===== src/rtl/scl_clk_pkg.sv =====
// Shared types and constants for the SCL clock generator.
package scl_clk_pkg;

    typedef enum logic [1:0] {
        IDLE     = 2'd0,
        RUN      = 2'd1,
        STOPPING = 2'd2
    } state_e;

    localparam int MIN_DIV = 4;

endpackage


===== src/rtl/scl_clk_gen.sv =====
// Runtime-programmable SCL clock divider with phase strobes, period-boundary
// divisor reload and a stop request that always completes the current period.
module scl_clk_gen #(
    parameter int   DIV_W       = 16,
    parameter int   DEFAULT_DIV = 1000,
    parameter logic IDLE_LEVEL  = 1'b1
) (
    input  logic             clk_i,
    input  logic             reset_i,
    input  logic             en_i,
    input  logic [DIV_W-1:0] div_i,
    input  logic             div_load_i,
    output logic             clk_o,
    output logic             fall_tick_o,
    output logic             mid_low_tick_o,
    output logic             rise_tick_o,
    output logic             mid_high_tick_o,
    output logic             busy_o,
    output logic             div_err_o
);
    import scl_clk_pkg::*;

    localparam logic [DIV_W-1:0] DEF_DIV   = DIV_W'(DEFAULT_DIV);
    localparam logic [DIV_W-1:0] MIN_DIV_V = DIV_W'(MIN_DIV);

    if ((DEFAULT_DIV < MIN_DIV) || ((DEFAULT_DIV >> DIV_W) != 0)) begin : g_bad_default_div
        $error("scl_clk_gen: DEFAULT_DIV outside 4 .. 2^DIV_W-1");
    end

    state_e           state_q, state_d;
    logic [DIV_W-1:0] cnt_q, cnt_d;
    logic [DIV_W-1:0] div_q, div_d;
    logic [DIV_W-1:0] pend_q, pend_d;
    logic             pend_vld_q, pend_vld_d;

    logic             clk_q, clk_d;
    logic             fall_q, fall_d;
    logic             mid_low_q, mid_low_d;
    logic             rise_q, rise_d;
    logic             mid_high_q, mid_high_d;
    logic             busy_q, busy_d;
    logic             err_q, err_d;

    logic             load_ok_s;
    logic             wrap_s;
    logic             run_next_s;
    logic [DIV_W-1:0] hi_len_s;
    logic [DIV_W-1:0] lo_len_s;

    // Next-state: counter, divisor/pending handling and run/stop sequencing.
    always_comb begin
        state_d    = state_q;
        cnt_d      = cnt_q;
        div_d      = div_q;
        pend_d     = pend_q;
        pend_vld_d = pend_vld_q;

        load_ok_s  = div_load_i && (div_i >= MIN_DIV_V);
        wrap_s     = (state_q != IDLE) && (cnt_q == (div_q - DIV_W'(1)));

        case (state_q)
            IDLE: begin
                cnt_d      = '0;
                pend_vld_d = 1'b0;
                if (load_ok_s) begin
                    div_d = div_i;
                end else if (pend_vld_q) begin
                    div_d = pend_q;
                end else begin
                    div_d = div_q;
                end
                if (en_i) begin
                    state_d = RUN;
                end else begin
                    state_d = IDLE;
                end
            end
            RUN, STOPPING: begin
                // Pending value from earlier cycles applies at this wrap;
                // a load arriving now waits for the following wrap.
                if (wrap_s) begin
                    cnt_d      = '0;
                    pend_vld_d = 1'b0;
                    if (pend_vld_q) begin
                        div_d = pend_q;
                    end else begin
                        div_d = div_q;
                    end
                end else begin
                    cnt_d = cnt_q + DIV_W'(1);
                end
                if (load_ok_s) begin
                    pend_d     = div_i;
                    pend_vld_d = 1'b1;
                end else begin
                    pend_d = pend_q;
                end
                if (state_q == RUN) begin
                    state_d = en_i ? RUN : STOPPING;
                end else if (en_i) begin
                    state_d = RUN;
                end else if (wrap_s) begin
                    state_d = IDLE;
                end else begin
                    state_d = STOPPING;
                end
            end
            default: begin
                state_d    = IDLE;
                cnt_d      = '0;
                pend_vld_d = 1'b0;
            end
        endcase
    end

    // Phase decode of the upcoming cycle so every output is registered.
    always_comb begin
        run_next_s = (state_d != IDLE);
        hi_len_s   = div_d >> 1;
        lo_len_s   = div_d - hi_len_s;
        if (run_next_s) begin
            clk_d      = (cnt_d >= lo_len_s);
            fall_d     = (cnt_d == '0);
            mid_low_d  = (cnt_d == (lo_len_s >> 1));
            rise_d     = (cnt_d == lo_len_s);
            mid_high_d = (cnt_d == (lo_len_s + (hi_len_s >> 1)));
        end else begin
            clk_d      = IDLE_LEVEL;
            fall_d     = 1'b0;
            mid_low_d  = 1'b0;
            rise_d     = 1'b0;
            mid_high_d = 1'b0;
        end
        busy_d = run_next_s;
        err_d  = div_load_i && (div_i < MIN_DIV_V);
    end

    // State, counter, divisor and output registers.
    always_ff @(posedge clk_i or posedge reset_i) begin
        if (reset_i) begin
            state_q    <= IDLE;
            cnt_q      <= '0;
            div_q      <= DEF_DIV;
            pend_q     <= '0;
            pend_vld_q <= 1'b0;
            clk_q      <= IDLE_LEVEL;
            fall_q     <= 1'b0;
            mid_low_q  <= 1'b0;
            rise_q     <= 1'b0;
            mid_high_q <= 1'b0;
            busy_q     <= 1'b0;
            err_q      <= 1'b0;
        end else begin
            state_q    <= state_d;
            cnt_q      <= cnt_d;
            div_q      <= div_d;
            pend_q     <= pend_d;
            pend_vld_q <= pend_vld_d;
            clk_q      <= clk_d;
            fall_q     <= fall_d;
            mid_low_q  <= mid_low_d;
            rise_q     <= rise_d;
            mid_high_q <= mid_high_d;
            busy_q     <= busy_d;
            err_q      <= err_d;
        end
    end

    assign clk_o           = clk_q;
    assign fall_tick_o     = fall_q;
    assign mid_low_tick_o  = mid_low_q;
    assign rise_tick_o     = rise_q;
    assign mid_high_tick_o = mid_high_q;
    assign busy_o          = busy_q;
    assign div_err_o       = err_q;

endmodule

===== config.mk =====
export PLATFORM = sky130hd
export DESIGN_NAME = scl_clk_gen
export DESIGN_NICKNAME = d
export VERILOG_FILES = /design/src/rtl/scl_clk_pkg.sv /design/src/rtl/scl_clk_gen.sv
export SDC_FILE = /design/constraint.sdc
export NUM_CORES = 1
export LEC_CHECK = 0
export ABC_AREA = 1
export ABC_CLOCK_PERIOD_IN_PS = 16350
export CORE_MARGIN = 2
export CORE_UTILIZATION = 48
export DETAILED_ROUTE_END_ITERATION = 6
export PLACE_DENSITY = 0.66
export REMOVE_ABC_BUFFERS = 1
export SETUP_SLACK_MARGIN = 0.1
export SYNTH_ARGS = -nofsm -noshare
export SYNTH_HDL_FRONTEND = slang
export SYNTH_SLANG_ARGS = --single-unit

===== constraint.sdc =====
create_clock -name clk_i -period 16.35 [get_ports clk_i]
set_input_delay 4.0875 -clock clk_i [delete_from_list [all_inputs] [get_ports clk_i]]
set_output_delay 4.0875 -clock clk_i [all_outputs]
set_load 0.05 [all_outputs]

==> flow_summary_export.csv <==
group,metric,value,unit
status,outcome,"finished, final reports clean",
sta,fmax,0.101,GHz
clocking,clock_latency,0.34,ns
global_routing,gr-total-overflow,0,
yosys,synth-edff-count,0,
floorplan,coreArea,12100,µm²
global_routing,gr-usage-all-layers,0.259,
setup_path,cp_top_family,"compound AO/OA/AOI/OAI gates",
yosys,synth_flop_cell,"dfrtp_1",
global_routing,grt_pass1_vias,5374,
floorplan,dieHeight,116,µm
global_routing,grt_max_degree,59,
yosys,ys_ff_latch,58,
sta,hold_violations,0,
yosys,synth_cell_type_count,46,
floorplan,initial_core_util,0.498,
yosys,syn_avg_cell_area,6.60,µm²
setup_path,critPathKind,"in2reg",
cells_and_area,multi_input_area,3890,µm²
sta,worst_pin_slew,0.871,ns
sta,skew,0.00736,ns
sta,layout_min_cycle_time,9.93,ns
clocking,cts_tree,"yes",
route,firstDrtPassIters,5,
yosys,synthTopCellsByArea,"dfrtp_1 21%, nand2_1 13%, ha_1 10%",
global_routing,antenna_found_initial,0,
setup_path,crit_slowest_cell,"clkinv_1",
route,dr.first_iter.drc_count,476,
sta,setup_tns,0,ns
setup_path,cp-end-kind,"flop",
sta,drv_slew,0,
yosys,synthArstFlopShare,1.00,
yosys,ys_seq_area_frac,0.242,
clocking,ctsResizeCount,0,
placed_design,dp_cells,1091,
route,viasPerCell,5.26,
cells_and_area,nFillCells,1238,
floorplan,dieArea,13500,µm²
clocking,post_cts_buffers,0,
placed_design,gp_congestion,1.02,
worst_hold_path,hold_start,"pend_q[12]",
route,wl_per_cell,15.0,µm
floorplan,io_pins,27,
yosys,yosys-top-cells-count,"201 x nand2_1, 152 x inv_1, 82 x nor2_1, 65 x o21ai_0, 58 x a21oi_1",
setup_path,slowest_delay,0.58,ns
placed_design,place_hpwl,13000,µm
flow_run,drv_cap,0,
setup_path,arrival,10.20,ns
setup_path,cp.buffers_inverters,4,
clocking,htree_levels,3,
route,drc,0,
setup_path,cp_max_fo,28,
clocking,cts-root-buf,"clkbuf_16",
setup_path,required,16.62,ns
clocking,clk_pin_slew_worst_paths,0.06,ns
yosys,synth.most_common_cell,"nand2_1",
route,vias,5826,
route,antenna_left,0,
cells_and_area,diodes,0,
setup_path,startpoint_type,"input pin",
clocking,cts_hold_buf,0,
global_routing,grt_pass1_wl,26900,µm
cells_and_area,drive_gt1_frac,0.0607,
clocking,cts_buffers,9,
cells_and_area,instances_no_fill,1107,
yosys,synth.largest_area_cell,"dfrtp_1",
yosys,synth_top_area_share,0.212,
cells_and_area,seq_area,1460,µm²
clocking,clock_sinks,58,
setup_path,crit_top_cell,"nand3_1",
placed_design,io_buffers,26,
worst_hold_path,timing.hold.worst.class,"reg2reg",
setup_path,setup.worst_path.start,"div_i[13]",
sta,fin_crit_sh,0.607,
floorplan,num_rows,40,
sta,whs,0.488,ns
cells_and_area,syn2layout_area_growth,11.3,%
setup_path,r2r_start,"state_q[0]",
clocking,cts_buffer_depth,2,
sta,rsz0062_at_grt,"no",
yosys,ys_warn_count,0,
yosys,syn_inst,914,
yosys,syn_area,6030,µm²
cells_and_area,num-nets-final,1006,
floorplan,die_w,116,µm
sta,finalSetupViolCount,0,
route,routed_wl,16600,µm
sta,maxSlewHeadroom,0.418,
==> worst paths after layout <==
check / slack [ns] / depth (start not counted) / end
min reg2reg: 0.49 / 2 / pend_q[12]
min: 0.49 / 2 / pend_q[12]
max in group asynchronous: 11.53 / 3 / cnt_q[3]
min in group asynchronous: 4.26 / 3 / pend_q[12]
max: 6.42 / 29 / mid_high_tick_o
max reg2reg: 9.65 / 32 / mid_high_tick_o
==> logic make-up (layout without fill, tap and decap cells) <==
logic type,Yosys count,in the layout,share of synthesized area
muxes,3,3,0.00560
adders and majority gates,52,52,0.110
and+or+nand+nor,397,397,0.292
AOI/OAI and AO/OA,175,175,0.161
buffers and inverters,177,202,0.113
DFF,58,58,0.242
xor gates and xnor gates,52,52,0.0755
==> registers in the layout, indices dropped and copies added, names as in the netlist, 2 cells and up <==
signal,flops
state_q,2
div_q,16
pend_q,16
cnt_q,16
==> metal layers <==
| layer | routed length, µm | up-vias | GRT usage |
|---|---|---|---|
| li1 | - | 3020 | - |
| met1 | 8090 | 2649 | 0.354 |
| met2 | 7290 | 123 | 0.412 |
| met3 | 602 | 34 | 0.0298 |
| met4 | 597 | 0 | 0.117 |
| met5 | 0 | - | 0 |
==> metrics by stage <==
stage / util / worst slack, ns / area (µm²)
after floorplan: - / 7.69 / 5930
after global placement: 0.531 / 6.23 / 6430
after detailed placement: 0.531 / 6.21 / 6430
after CTS: 0.554 / 6.53 / 6710
after global routing: 0.554 / 5.65 / 6710
final: 0.554 / 6.42 / 6710
==> worst register-to-register path, delay by kind of cell (launching register included) <==
family          cells  cell delay [ns]
compound gates      9             1.91
xor+xnor            2             0.64
fa+ha+maj           3             1.19
buf+inv             3             0.29
flops               1             0.38
simple gates       15             2.19
==> final cells by class <==
class	count	area share
clock buffer	13	0.0388
clock inverter	3	0.00224
inverter	156	0.0873
multi-input combinational	679	0.579
sequential	58	0.218
tap	168	0.0313
timing repair buffer	30	0.0433
==> cell usage in the layout, fill, tap and decap left out, types with 3 or more instances in the layout <==
| cell | netlist | routed |
|---|---|---|
| nand2_1 | 201 | 201 |
| inv_1 | 152 | 151 |
| nor2_1 | 82 | 82 |
| o21ai_0 | 65 | 65 |
| a21oi_1 | 58 | 58 |
| dfrtp_1 | 51 | 51 |
| ha_1 | 50 | 50 |
| nand3_1 | 45 | 45 |
| xor2_1 | 35 | 35 |
| clkdlybuf4s50_1 | 0 | 26 |
| nand4_1 | 21 | 21 |
| xnor2_1 | 17 | 17 |
| o21ai_1 | 14 | 14 |
| a22oi_1 | 14 | 14 |
| nor3_1 | 10 | 10 |
| clkbuf_16 | 0 | 9 |
| nor2_2 | 8 | 8 |
| nand3b_1 | 8 | 8 |
| dfstp_2 | 7 | 7 |
| o22ai_1 | 5 | 5 |
| nor4_1 | 4 | 4 |
| inv_2 | 3 | 4 |
| nand2_2 | 4 | 4 |
| or2_2 | 4 | 4 |
| a21o_1 | 4 | 4 |
| buf_4 | 0 | 4 |
| mux2_2 | 3 | 3 |
| nand2_4 | 3 | 3 |
| clkinv_2 | 0 | 3 |
Power is left out: the tool's default activity adds up to more than one toggle a clock period on the data nets, which glitch-free logic cannot reach.
